## src/rtl/nodf_mon_pkg.sv

```systemverilog
// Shared types and constants for the non-dataflow HLS block status tracker.
// Monitor state encoding, default counter width and the min-latency reset value.
package nodf_mon_pkg;

    localparam int DEF_CNT_W = 32;

    typedef enum logic [1:0] {
        IDLE     = 2'd0,
        ACTIVE   = 2'd1,
        FINISHED = 2'd2
    } mon_state_t;

    localparam logic [DEF_CNT_W-1:0] MIN_LAT_RST = '1;

endpackage

```

## src/rtl/nodf_module_status_tracker_if.sv

```systemverilog
// Handshake inputs and status/statistics outputs of the status tracker.
// Optional stall_cycles output exists only when NODF_MON_STALL_CNT_EN is defined.
interface nodf_module_status_tracker_if #(
    parameter int CNT_W = 32
);
    logic             ap_start;
    logic             ap_ready;
    logic             ap_done;
    logic             ap_continue;
    logic             finish;

    logic [1:0]       mon_state;
    logic [CNT_W-1:0] txn_count;
    logic [CNT_W-1:0] last_latency;
    logic [CNT_W-1:0] min_latency;
    logic [CNT_W-1:0] max_latency;
    logic [CNT_W-1:0] active_cycles;
    logic             sample_vld;
    logic             dump_req;
    logic             incomplete;
    logic             err_spurious_done;
    logic             err_start_drop;
`ifdef NODF_MON_STALL_CNT_EN
    logic [CNT_W-1:0] stall_cycles;
`endif

    modport master (
        output ap_start, ap_ready, ap_done, ap_continue, finish,
`ifdef NODF_MON_STALL_CNT_EN
        input  stall_cycles,
`endif
        input  mon_state, txn_count, last_latency, min_latency, max_latency,
               active_cycles, sample_vld, dump_req, incomplete,
               err_spurious_done, err_start_drop
    );

    modport slave (
        input  ap_start, ap_ready, ap_done, ap_continue, finish,
`ifdef NODF_MON_STALL_CNT_EN
        output stall_cycles,
`endif
        output mon_state, txn_count, last_latency, min_latency, max_latency,
               active_cycles, sample_vld, dump_req, incomplete,
               err_spurious_done, err_start_drop
    );

endinterface

```

## src/rtl/nodf_sat_counter.sv

```systemverilog
// Saturating up-counter with synchronous clear and freeze; clr together with inc loads 1.
module nodf_sat_counter #(
    parameter int CNT_W = 32
) (
    input  logic             clock,
    input  logic             reset,
    input  logic             inc,
    input  logic             clr,
    input  logic             freeze,
    output logic [CNT_W-1:0] count
);

    always_ff @(posedge clock or posedge reset) begin
        if (reset) begin
            count <= '0;
        end else if (!freeze) begin
            if (clr) begin
                count <= inc ? CNT_W'(1) : '0;
            end else if (inc && !(&count)) begin
                count <= count + 1'b1;
            end
        end
    end

endmodule

```

## src/rtl/nodf_module_status_tracker.sv

```systemverilog
// Tracks one ap_start/ap_ready/ap_done/ap_continue handshake: counts, latency, activity, errors.
// Optional stall counter is built when NODF_MON_STALL_CNT_EN is defined.
module nodf_module_status_tracker
    import nodf_mon_pkg::*;
#(
    parameter int CNT_W = DEF_CNT_W
) (
    input  logic                          clock,
    input  logic                          reset,
    nodf_module_status_tracker_if.slave   bus
);

    mon_state_t       state, state_nxt;
    logic             fin_st, done_ev;
    logic             complete, lat_clr, lat_inc, in_flight, start_drop, spurious;
    logic [CNT_W-1:0] lat_cnt, cur_lat, txn_cnt, act_cnt;
    logic [CNT_W-1:0] last_lat, min_lat, max_lat;
    logic             ready_seen, sample_q, dump_q, incomplete_q, esd_q, esp_q;

    assign done_ev = bus.ap_done & bus.ap_continue;
    assign fin_st  = (state == FINISHED);

    always_ff @(posedge clock or posedge reset) begin
        if (reset) state <= IDLE;
        else       state <= state_nxt;
    end

    always_comb begin
        state_nxt = state;
        case (state)
            IDLE:    if (bus.ap_start && !done_ev) state_nxt = ACTIVE;
            ACTIVE:  if (done_ev && !bus.ap_start) state_nxt = IDLE;
            default: state_nxt = FINISHED;
        endcase
        if (bus.finish) state_nxt = FINISHED;
    end

    // in_flight: a transaction is still open once this cycle's events are applied
    always_comb begin
        complete   = 1'b0;
        lat_clr    = 1'b0;
        lat_inc    = 1'b0;
        in_flight  = 1'b0;
        start_drop = 1'b0;
        spurious   = 1'b0;
        case (state)
            IDLE: begin
                complete  = bus.ap_start & done_ev;
                lat_clr   = bus.ap_start;
                lat_inc   = bus.ap_start;
                in_flight = bus.ap_start & ~done_ev;
                spurious  = bus.ap_done & ~bus.ap_start;
            end
            ACTIVE: begin
                complete   = done_ev;
                lat_clr    = done_ev;
                lat_inc    = 1'b1;
                in_flight  = ~done_ev | bus.ap_start;
                start_drop = ~bus.ap_start & ~ready_seen & ~bus.ap_ready;
            end
            default: ;
        endcase
    end

    assign cur_lat = (state == IDLE) ? CNT_W'(1) :
                     ((&lat_cnt) ? lat_cnt : lat_cnt + 1'b1);

    always_ff @(posedge clock or posedge reset) begin
        if (reset) begin
            ready_seen   <= 1'b0;
            last_lat     <= '0;
            min_lat      <= '1;
            max_lat      <= '0;
            sample_q     <= 1'b0;
            dump_q       <= 1'b0;
            incomplete_q <= 1'b0;
            esd_q        <= 1'b0;
            esp_q        <= 1'b0;
        end else if (fin_st) begin
            sample_q <= 1'b0;
            dump_q   <= 1'b0;
        end else begin
            sample_q <= complete;
            dump_q   <= bus.finish;
            if (bus.finish && in_flight) incomplete_q <= 1'b1;
            if (spurious)                esd_q        <= 1'b1;
            if (start_drop)              esp_q        <= 1'b1;
            if (lat_clr)                              ready_seen <= bus.ap_ready;
            else if (state == ACTIVE && bus.ap_ready) ready_seen <= 1'b1;
            if (complete) begin
                last_lat <= cur_lat;
                if (cur_lat < min_lat) min_lat <= cur_lat;
                if (cur_lat > max_lat) max_lat <= cur_lat;
            end
        end
    end

    nodf_sat_counter #(.CNT_W(CNT_W)) u_lat_cnt (
        .clock(clock), .reset(reset), .inc(lat_inc), .clr(lat_clr),
        .freeze(fin_st), .count(lat_cnt)
    );

    nodf_sat_counter #(.CNT_W(CNT_W)) u_txn_cnt (
        .clock(clock), .reset(reset), .inc(complete), .clr(1'b0),
        .freeze(fin_st), .count(txn_cnt)
    );

    nodf_sat_counter #(.CNT_W(CNT_W)) u_act_cnt (
        .clock(clock), .reset(reset), .inc(state == ACTIVE), .clr(1'b0),
        .freeze(fin_st), .count(act_cnt)
    );

`ifdef NODF_MON_STALL_CNT_EN
    logic [CNT_W-1:0] stall_cnt;

    nodf_sat_counter #(.CNT_W(CNT_W)) u_stall_cnt (
        .clock(clock), .reset(reset),
        .inc((state == ACTIVE) & bus.ap_done & ~bus.ap_continue), .clr(1'b0),
        .freeze(fin_st), .count(stall_cnt)
    );

    assign bus.stall_cycles = stall_cnt;
`endif

    assign bus.mon_state         = state;
    assign bus.txn_count         = txn_cnt;
    assign bus.last_latency      = last_lat;
    assign bus.min_latency       = min_lat;
    assign bus.max_latency       = max_lat;
    assign bus.active_cycles     = act_cnt;
    assign bus.sample_vld        = sample_q;
    assign bus.dump_req          = dump_q;
    assign bus.incomplete        = incomplete_q;
    assign bus.err_spurious_done = esd_q;
    assign bus.err_start_drop    = esp_q;

endmodule

```

## src/flat_wrapper.sv

```systemverilog
// flat-port wrapper written by rule: the top's interface ports become plain ports
module nodf_module_status_tracker_flat import nodf_mon_pkg::*;
#(
    parameter int CNT_W = DEF_CNT_W
)
  (clock, reset, bus_ap_start, bus_ap_ready, bus_ap_done, bus_ap_continue, bus_finish, bus_mon_state, bus_txn_count, bus_last_latency, bus_min_latency, bus_max_latency, bus_active_cycles, bus_sample_vld, bus_dump_req, bus_incomplete, bus_err_spurious_done, bus_err_start_drop);
  nodf_module_status_tracker_if #(.CNT_W(CNT_W)) bus_i ();
  input  logic clock;
  input  logic reset;
  input wire logic [$bits(bus_i.ap_start)-1:0] bus_ap_start;
  input wire logic [$bits(bus_i.ap_ready)-1:0] bus_ap_ready;
  input wire logic [$bits(bus_i.ap_done)-1:0] bus_ap_done;
  input wire logic [$bits(bus_i.ap_continue)-1:0] bus_ap_continue;
  input wire logic [$bits(bus_i.finish)-1:0] bus_finish;
  output wire logic [$bits(bus_i.mon_state)-1:0] bus_mon_state;
  output wire logic [$bits(bus_i.txn_count)-1:0] bus_txn_count;
  output wire logic [$bits(bus_i.last_latency)-1:0] bus_last_latency;
  output wire logic [$bits(bus_i.min_latency)-1:0] bus_min_latency;
  output wire logic [$bits(bus_i.max_latency)-1:0] bus_max_latency;
  output wire logic [$bits(bus_i.active_cycles)-1:0] bus_active_cycles;
  output wire logic [$bits(bus_i.sample_vld)-1:0] bus_sample_vld;
  output wire logic [$bits(bus_i.dump_req)-1:0] bus_dump_req;
  output wire logic [$bits(bus_i.incomplete)-1:0] bus_incomplete;
  output wire logic [$bits(bus_i.err_spurious_done)-1:0] bus_err_spurious_done;
  output wire logic [$bits(bus_i.err_start_drop)-1:0] bus_err_start_drop;
  assign bus_i.ap_start = bus_ap_start;
  assign bus_i.ap_ready = bus_ap_ready;
  assign bus_i.ap_done = bus_ap_done;
  assign bus_i.ap_continue = bus_ap_continue;
  assign bus_i.finish = bus_finish;
  assign bus_mon_state = bus_i.mon_state;
  assign bus_txn_count = bus_i.txn_count;
  assign bus_last_latency = bus_i.last_latency;
  assign bus_min_latency = bus_i.min_latency;
  assign bus_max_latency = bus_i.max_latency;
  assign bus_active_cycles = bus_i.active_cycles;
  assign bus_sample_vld = bus_i.sample_vld;
  assign bus_dump_req = bus_i.dump_req;
  assign bus_incomplete = bus_i.incomplete;
  assign bus_err_spurious_done = bus_i.err_spurious_done;
  assign bus_err_start_drop = bus_i.err_start_drop;
  nodf_module_status_tracker #(.CNT_W(CNT_W)) u_core (.clock(clock), .reset(reset), .bus(bus_i));
endmodule
```

## config.mk

```make
export PLATFORM = sky130hd
export DESIGN_NAME = nodf_module_status_tracker_flat
export DESIGN_NICKNAME = d
export VERILOG_FILES = /design/src/rtl/nodf_mon_pkg.sv /design/src/rtl/nodf_module_status_tracker_if.sv /design/src/rtl/nodf_sat_counter.sv /design/src/rtl/nodf_module_status_tracker.sv /design/src/flat_wrapper.sv
export SDC_FILE = /design/constraint.sdc
export NUM_CORES = 1
export LEC_CHECK = 0
export CORE_MARGIN = 1.5
export CORE_UTILIZATION = 59
export CTS_CLUSTER_DIAMETER = 200
export DETAILED_ROUTE_END_ITERATION = 10
export PLACE_DENSITY = 0.89
export RECOVER_POWER = 50
export SLEW_MARGIN = 20
export SYNTH_ARGS = -nofsm -noshare
export SYNTH_HDL_FRONTEND = slang
export SYNTH_SLANG_ARGS = --single-unit
```

## constraint.sdc

```tcl
create_clock -name clock -period 10.57 [get_ports clock]
set_input_delay 1.5855 -clock clock [delete_from_list [all_inputs] [get_ports clock]]
set_output_delay 1.5855 -clock clock [all_outputs]
set_load 0.02 [all_outputs]
```

## Word level (Yosys, flattened, before mapping)

Index checks and enable logic that the tools add are counted.

- Memory bits (writable): 0
- Output and inout port bits: 167
- Bits in latches: 0
- Memories: 0
- Bits of input ports: 7
- Bits in registers: 200
- Memory bits (read-only): 0

- Multipliers: 0
- Add/sub/neg operators: 3
- Muxes and demuxes: 19
- Bitwise operators: 12
- Magnitude comparators: 2
- Divide/modulo/power cells: 0
- Shifts and indexed selects: 0
- Reduce and logical (&&, ||, !) cells: 29
- Equal/unequal tests: 4

Operator list:

| operator | count |
|---|---|
| 32-bit two-way mux | 4 |
| 32-bit by 1-bit adder with 32-bit output (second input constant) | 3 |
| 32-bit AND reduction | 3 |
| 32-bit > comparator | 1 |
| 32-bit < comparator | 1 |
| 2-bit AND reduction | 9 |
| 1-bit one-hot mux with 2 select lines | 4 |
| 1-bit logical AND | 7 |
| 1-bit two-way mux | 7 |
| 1-bit AND | 6 |
| 2-bit two-way mux | 3 |
| 3-bit by 2-bit != test with 1-bit output (second input constant) | 2 |
| 3-bit AND reduction | 2 |
| 1-bit logical NOT | 5 |
| 1-bit inverter | 5 |
| 2-bit one-hot mux with 2 select lines | 1 |
| 2-bit nonzero test | 2 |
| 2-bit by 1-bit == test with 1-bit output (second input constant) | 1 |
| 2-bit == test (second input constant) | 1 |
| 2-bit logical NOT | 1 |
| 1-bit OR | 1 |

## Logic depth before layout (Yosys ltp)

- Depth in word-level cells: 6
- Gate-level depth with buffers: 17
- Depth with buffers taken out: 15

## Hierarchy

Synthesis repeated with hierarchy kept, for this count alone.

- Cells, all modules: 1,344
- Area total of the unflattened synthesis: 12,490.7 um^2

Modules (own cells, without submodules):

| module | sequential area each (um^2) | cells an instance | instances | area each (um^2) |
|---|---|---|---|---|
| nodf_module_status_tracker | 2,642.5 | 630 | 1 | 6,334.8 |
| nodf_sat_counter | 800.8 | 238 | 3 | 2,052.0 |

## Least setup slack after synthesis

No wires, ideal clock.

- Kind: flip-flop to flip-flop
- From: register u_core.u_lat_cnt.count[0]
- To: register u_core.min_lat[0], in the netlist u_core.bus.min_latency[0]
- Path buffers: 1
- Clock period less this slack: 4.355 ns
- Arrival: 4.272 ns
- Library setup time: 0.082 ns
- Cell stages (with the launch flop): 15
- Path slack: 6.215 ns
- Required time: 10.488 ns
- Cells stage by stage: dfrtp_1 > ha_1 > nand4_1 > or4_4 > nor3_1 > and3_1 > mux2i_1 > nor2_1 > ha_1 > nand3_1 > nor4_1 > o2111ai_1 > o31ai_4 > buf_12 > mux2_4

- Cells in the longest elaborated chain, start to end: 5
- Elaborated cells on any way between the ends: 6
- Those cells by class: 1 x add/sub; 1 x order compare; 2 x mux; 2 x reduce/logical

RTL lines:

| item | line | source |
|---|---|---|
| start: declaration | nodf_sat_counter.sv:10 | `output logic [CNT_W-1:0] count` |
| start signal: assignment | nodf_sat_counter.sv:18 | `count <= inc ? CNT_W'(1) : '0;` |
| start signal: assignment | nodf_sat_counter.sv:20 | `count <= count + 1'b1;` |
| 32-bit by 1-bit adder with 32-bit output / 32-bit AND reduction (equally long branches) | nodf_module_status_tracker.sv:66 | `((&lat_cnt) ? lat_cnt : lat_cnt + 1'b1);` |
| 32-bit two-way mux * | nodf_module_status_tracker.sv:66 |  |
| 32-bit two-way mux * | nodf_module_status_tracker.sv:65 | `assign cur_lat = (state == IDLE) ? CNT_W'(1) :` |
| net u_core.cur_lat[30] | nodf_module_status_tracker.sv:16 | `logic [CNT_W-1:0] lat_cnt, cur_lat, txn_cnt, act_cnt;` |
| 32-bit < comparator * | nodf_module_status_tracker.sv:92 | `if (cur_lat < min_lat) min_lat <= cur_lat;` |
| 3-bit AND reduction (no line) * | -- |  |
| end signal: assignment | nodf_module_status_tracker.sv:92 |  |
| end: declaration | nodf_module_status_tracker.sv:17 | `logic [CNT_W-1:0] last_lat, min_lat, max_lat;` |

Mark *: on every way through the listed nets, which the timed path passes. The rest lies on a longest branch.
A chain may end at the register's enable or synchronous reset.

==> parameters.txt <==
Parameter                              Value

Outcome
  Result of the run    complete, but fails checks
  Failing checks    DRC, capacitance limit, slew limit

Setup path
  Setup crit end kind    async pin
  Highest net fanout along the worst path    124
  Combined buffer and inverter count along the critical path    3
  Critical path required time    11.02 ns
  Signal arrival time at the worst endpoint    6.30 ns
  Kind of cell adding the most delay to the critical path    buffers and inverters
  Slowest CP cell    sky130_fd_sc_hd__clkinvlp_2
  Element type at the critical path start    input port
  Slowest cell delay on critical path    3.00 ns
  Cell breakdown of the critical path    dlygate4sd3_1 > clkinvlp_2 > buf_4
  Flop2flop setup slack    a little under 5 ns
  Crit Path Category    in -> async

Detailed routing
  Number of DRC violations after detailed-routing iteration 0    841
  Via Count    9140
  Final routed wire length divided by cell count    19.4 µm
  Iteration count of the initial detailed-routing pass    11
  Post-route antenna net violation count    0
  Routed wire length    28.8 mm
  Total DRC errors in the routed layout    12
  Via density per instance    6.15

STA
  Fin Setup TNS    0 ns
  Max-slew headroom    -2.60
  Setup WS post-layout    4.73 ns
  Final number of max-transition violations    165
  Max Clock Freq    171 MHz
  Fin crit share    0.553
  Period minus WS final    between 5 and 6 ns
  Number of hold-slack violations in the final timing report    0
  Slew at the pin closest to its max-slew limit    5.37 ns
  RSZ-0062 raised after global routing    false
  Final clock skew    0.0113 ns
  Hold WS    ~0.47 ns
  Final setup violation count    0

Clock tree
  Setup Fix Bufs, Post-CTS    0
  Post-cts sizing count    0
  Post-CTS clock slew at the launch and capture registers of the worst setup and hold paths    0.07 ns
  Clock tree from TritonCTS    yes
  Worst skew pair latency    ~0.45 ns
  Post-CTS Hold Buffers    0
  Clock sink total    200
  Clk Tree Root Cell    sky130_fd_sc_hd__clkbuf_16
  Number of buffers created by CTS    17
  Maximum level of the CTS H-tree    4
  Maximum buffer depth of the clock tree    2

Placed design
  Instance area after placement    12900 µm²
  Pre-CTS WS    just under 5 ns
  Number of buffers inserted by port buffering    roughly 170
  GP Congestion    0.910
  Sum of net half-perimeters after detailed placement    20.2 mm

Logic synthesis
  Top flip-flop cell by instance count after synthesis    sky130_fd_sc_hd__dfrtp_1
  Yosys warning total    0
  Part of the Yosys area used for sequential elements    0.459
  Top post-synthesis cells by count    sky130_fd_sc_hd__nand2_1 (170), sky130_fd_sc_hd__dfrtp_1 (168), sky130_fd_sc_hd__inv_1 (70)
  Post-synth EDFFs    0
  Post-synthesis register bit count    200
  Netlist area before placement    approximately 11000 µm²
  Share of the synthesized area in the top cell type    0.383
  Mean post-synth cell area    10.2 µm²
  Yosys cell types    66
  Async set-reset flop share out of synthesis    1.00
  Most area-consuming cells after synthesis    sky130_fd_sc_hd__dfrtp_1 (38%), sky130_fd_sc_hd__dfstp_2 (7.7%), sky130_fd_sc_hd__ha_1 (7.3%), sky130_fd_sc_hd__nand2_1 (5.8%), sky130_fd_sc_hd__xnor2_1 (5.1%)
  Largest area contributor in the synthesized netlist    sky130_fd_sc_hd__dfrtp_1
  Gate count of the mapped netlist    around 1100
  Mapped Nets    1152
  Cell with the most instances after synthesis    sky130_fd_sc_hd__nand2_1

GRT
  Largest net degree at the start of global routing    125
  Global-route wire length before repair    around 47 mm
  Number of antenna violations at the first check in global routing    0
  Total GRT Usage    0.302
  Vias in the first global route    8978
  GRT overflow    0

Floorplanning
  Row Count    49
  Effective utilization at floorplan    0.607
  Width of the die    roughly 140 µm
  Ports    174
  Placeable core region    18100 µm²
  Die Outline Area    slightly below 20000 µm²
  Chip height    139 µm

Finish
  Layout overhead on the synthesized area    22.4%
  Share of layout cells above drive strength 1    0.130
  Final Instance Area    13400 µm²
  Diodes inserted    0
  Fill cell instance count of the final layout    approximately 1200
  Final layout net count    1315

Power
  Internal power consumption    roughly 0.0011 W
  IR Drop Worst-Case VDD    130 µV
  Clock share of power    0.432
  Portion of total power attributed to combinational logic    0.035
  Total leakage power    6.32 nW
  Switching part of the total    0.247
  Sequential power share    0.533
  P per Cell Area    108 nW/µm²
  Total power    0.00146 W
  NetSw    approximately 0.00036 W

Flow run
  Max-capacitance violation count    2

Hold path
  Class of the worst hold path    reg -> reg
-- worst paths after layout --
kind                                        startpoint                     endpoint  cells after the start
max in group clock           u_core.u_lat_cnt.count[0]   u_core.bus.min_latency[19]                     14
max                                              reset   u_core.bus.max_latency[17]                      3
min reg2reg                u_core.bus.last_latency[19]  u_core.bus.last_latency[19]                      2
min                        u_core.bus.last_latency[19]  u_core.bus.last_latency[19]                      2
max reg2reg                  u_core.u_lat_cnt.count[0]   u_core.bus.min_latency[19]                     14
min in group asynchronous                        reset    u_core.u_act_cnt.count[2]                      2
-- state kept, by name, indices dropped and copies added (netlist names) --
| name | flops |
|---|---|
| u_core.bus.dump_req | 1 |
| u_core.bus.err_spurious_done | 1 |
| u_core.bus.err_start_drop | 1 |
| u_core.bus.incomplete | 1 |
| u_core.bus.last_latency | 32 |
| u_core.bus.max_latency | 32 |
| u_core.bus.min_latency | 32 |
| u_core.bus.mon_state | 2 |
| u_core.bus.sample_vld | 1 |
| u_core.ready_seen | 1 |
| u_core.u_act_cnt.count | 32 |
| u_core.u_lat_cnt.count | 32 |
| u_core.u_txn_cnt.count | 32 |
-- cells by family (layout without fill, tap and decap cells) --
| logic type | Yosys count | in the layout | share of synthesized area |
|---|---|---|---|
| XOR/XNOR | 86 | 86 | 0.0686 |
| flip-flops | 200 | 200 | 0.459 |
| AND/OR/NAND/NOR | 385 | 385 | 0.176 |
| AO/OA/AOI/OAI | 162 | 162 | 0.0932 |
| buffers and inverters | 107 | 283 | 0.0418 |
| adder cells (fa/ha/maj) | 64 | 64 | 0.0729 |
| multiplexers | 77 | 77 | 0.0886 |
-- power groups by stage --
stage | clock network (W) | logic, W | registers (W)
5_1_grt | 0.000662 | 0.0000560 | 0.000777
2_1_floorplan | 0 | 0.0000261 | 0.000794
3_5_place_dp | 0 | 0.0000523 | 0.000790
6_report | 0.000630 | 0.0000507 | 0.000776
4_1_cts | 0.000632 | 0.0000529 | 0.000775
3_3_place_gp | 0 | 0.0000512 | 0.000790
-- placed cells by master (no fill, tap or decap), types with 5 or more instances in the layout --
master                              n
sky130_fd_sc_hd__a211oi_1           6
sky130_fd_sc_hd__a21o_1             7
sky130_fd_sc_hd__a21oi_1           40
sky130_fd_sc_hd__and3_1            17
sky130_fd_sc_hd__and4_1            12
sky130_fd_sc_hd__buf_4              6
sky130_fd_sc_hd__clkbuf_16         17
sky130_fd_sc_hd__clkdlybuf4s50_1   55
sky130_fd_sc_hd__dfrtp_1          168
sky130_fd_sc_hd__dfstp_2           32
sky130_fd_sc_hd__dlygate4sd3_1    118
sky130_fd_sc_hd__ha_1              64
sky130_fd_sc_hd__inv_1             69
sky130_fd_sc_hd__mux2_1             5
sky130_fd_sc_hd__mux2_2            37
sky130_fd_sc_hd__mux2_4            30
sky130_fd_sc_hd__mux2i_1            5
sky130_fd_sc_hd__nand2_1          170
sky130_fd_sc_hd__nand3_1           44
sky130_fd_sc_hd__nand4_1           37
sky130_fd_sc_hd__nor2_1            37
sky130_fd_sc_hd__nor2b_1            5
sky130_fd_sc_hd__nor3_1            14
sky130_fd_sc_hd__nor4_1            12
sky130_fd_sc_hd__nor4_2             5
sky130_fd_sc_hd__o211ai_1           5
sky130_fd_sc_hd__o21a_1             5
sky130_fd_sc_hd__o21ai_0           54
sky130_fd_sc_hd__o31ai_1           18
sky130_fd_sc_hd__xnor2_1           64
sky130_fd_sc_hd__xor2_1            22
-- area by class of cell --
class / instances / area (µm²) / area share
tap: 229 / 287 / 0.0213
inverter: 71 / 268 / 0.0199
clock buffer: 17 / 425 / 0.0316
timing repair buffer: 180 / 1780 / 0.132
clock inverter: 15 / 136 / 0.0101
multi-input combinational: 774 / 5500 / 0.409
sequential: 200 / 5040 / 0.375
-- per-layer routing --
metal | wire, µm | up-vias | track usage
li1 | - | 4131 | -
met1 | 11700 | 4469 | 0.392
met2 | 13900 | 433 | 0.493
met3 | 1860 | 107 | 0.0444
met4 | 1350 | 0 | 0.160
met5 | 0 | - | 0
-- worst register-to-register path, stage by stage, from the launching register on --
cell                        delay, ns
sky130_fd_sc_hd__dfrtp_1         0.48
sky130_fd_sc_hd__ha_1            0.28
sky130_fd_sc_hd__nand4_1         0.20
sky130_fd_sc_hd__or4_4           0.56
sky130_fd_sc_hd__nor3_1          0.55
sky130_fd_sc_hd__nand3_1         0.18
sky130_fd_sc_hd__xor2_1          0.19
sky130_fd_sc_hd__a21oi_1         0.44
sky130_fd_sc_hd__ha_1            0.24
sky130_fd_sc_hd__nand4_1         0.15
sky130_fd_sc_hd__nor4_1          0.40
sky130_fd_sc_hd__o2111ai_1       0.27
sky130_fd_sc_hd__o31ai_4         0.88
sky130_fd_sc_hd__buf_4           0.50
sky130_fd_sc_hd__mux2_4          0.35
-- stage by stage --
| stage | instances | util |
|---|---|---|
| global route | 1486 | 0.743 |
| floorplan | 1081 | - |
| global placement | 1454 | 0.713 |
| finish | 1486 | 0.743 |
| detailed placement | 1454 | 0.713 |
| CTS | 1486 | 0.744 |
No activity file was read; power rests on OpenSTA's default activity.
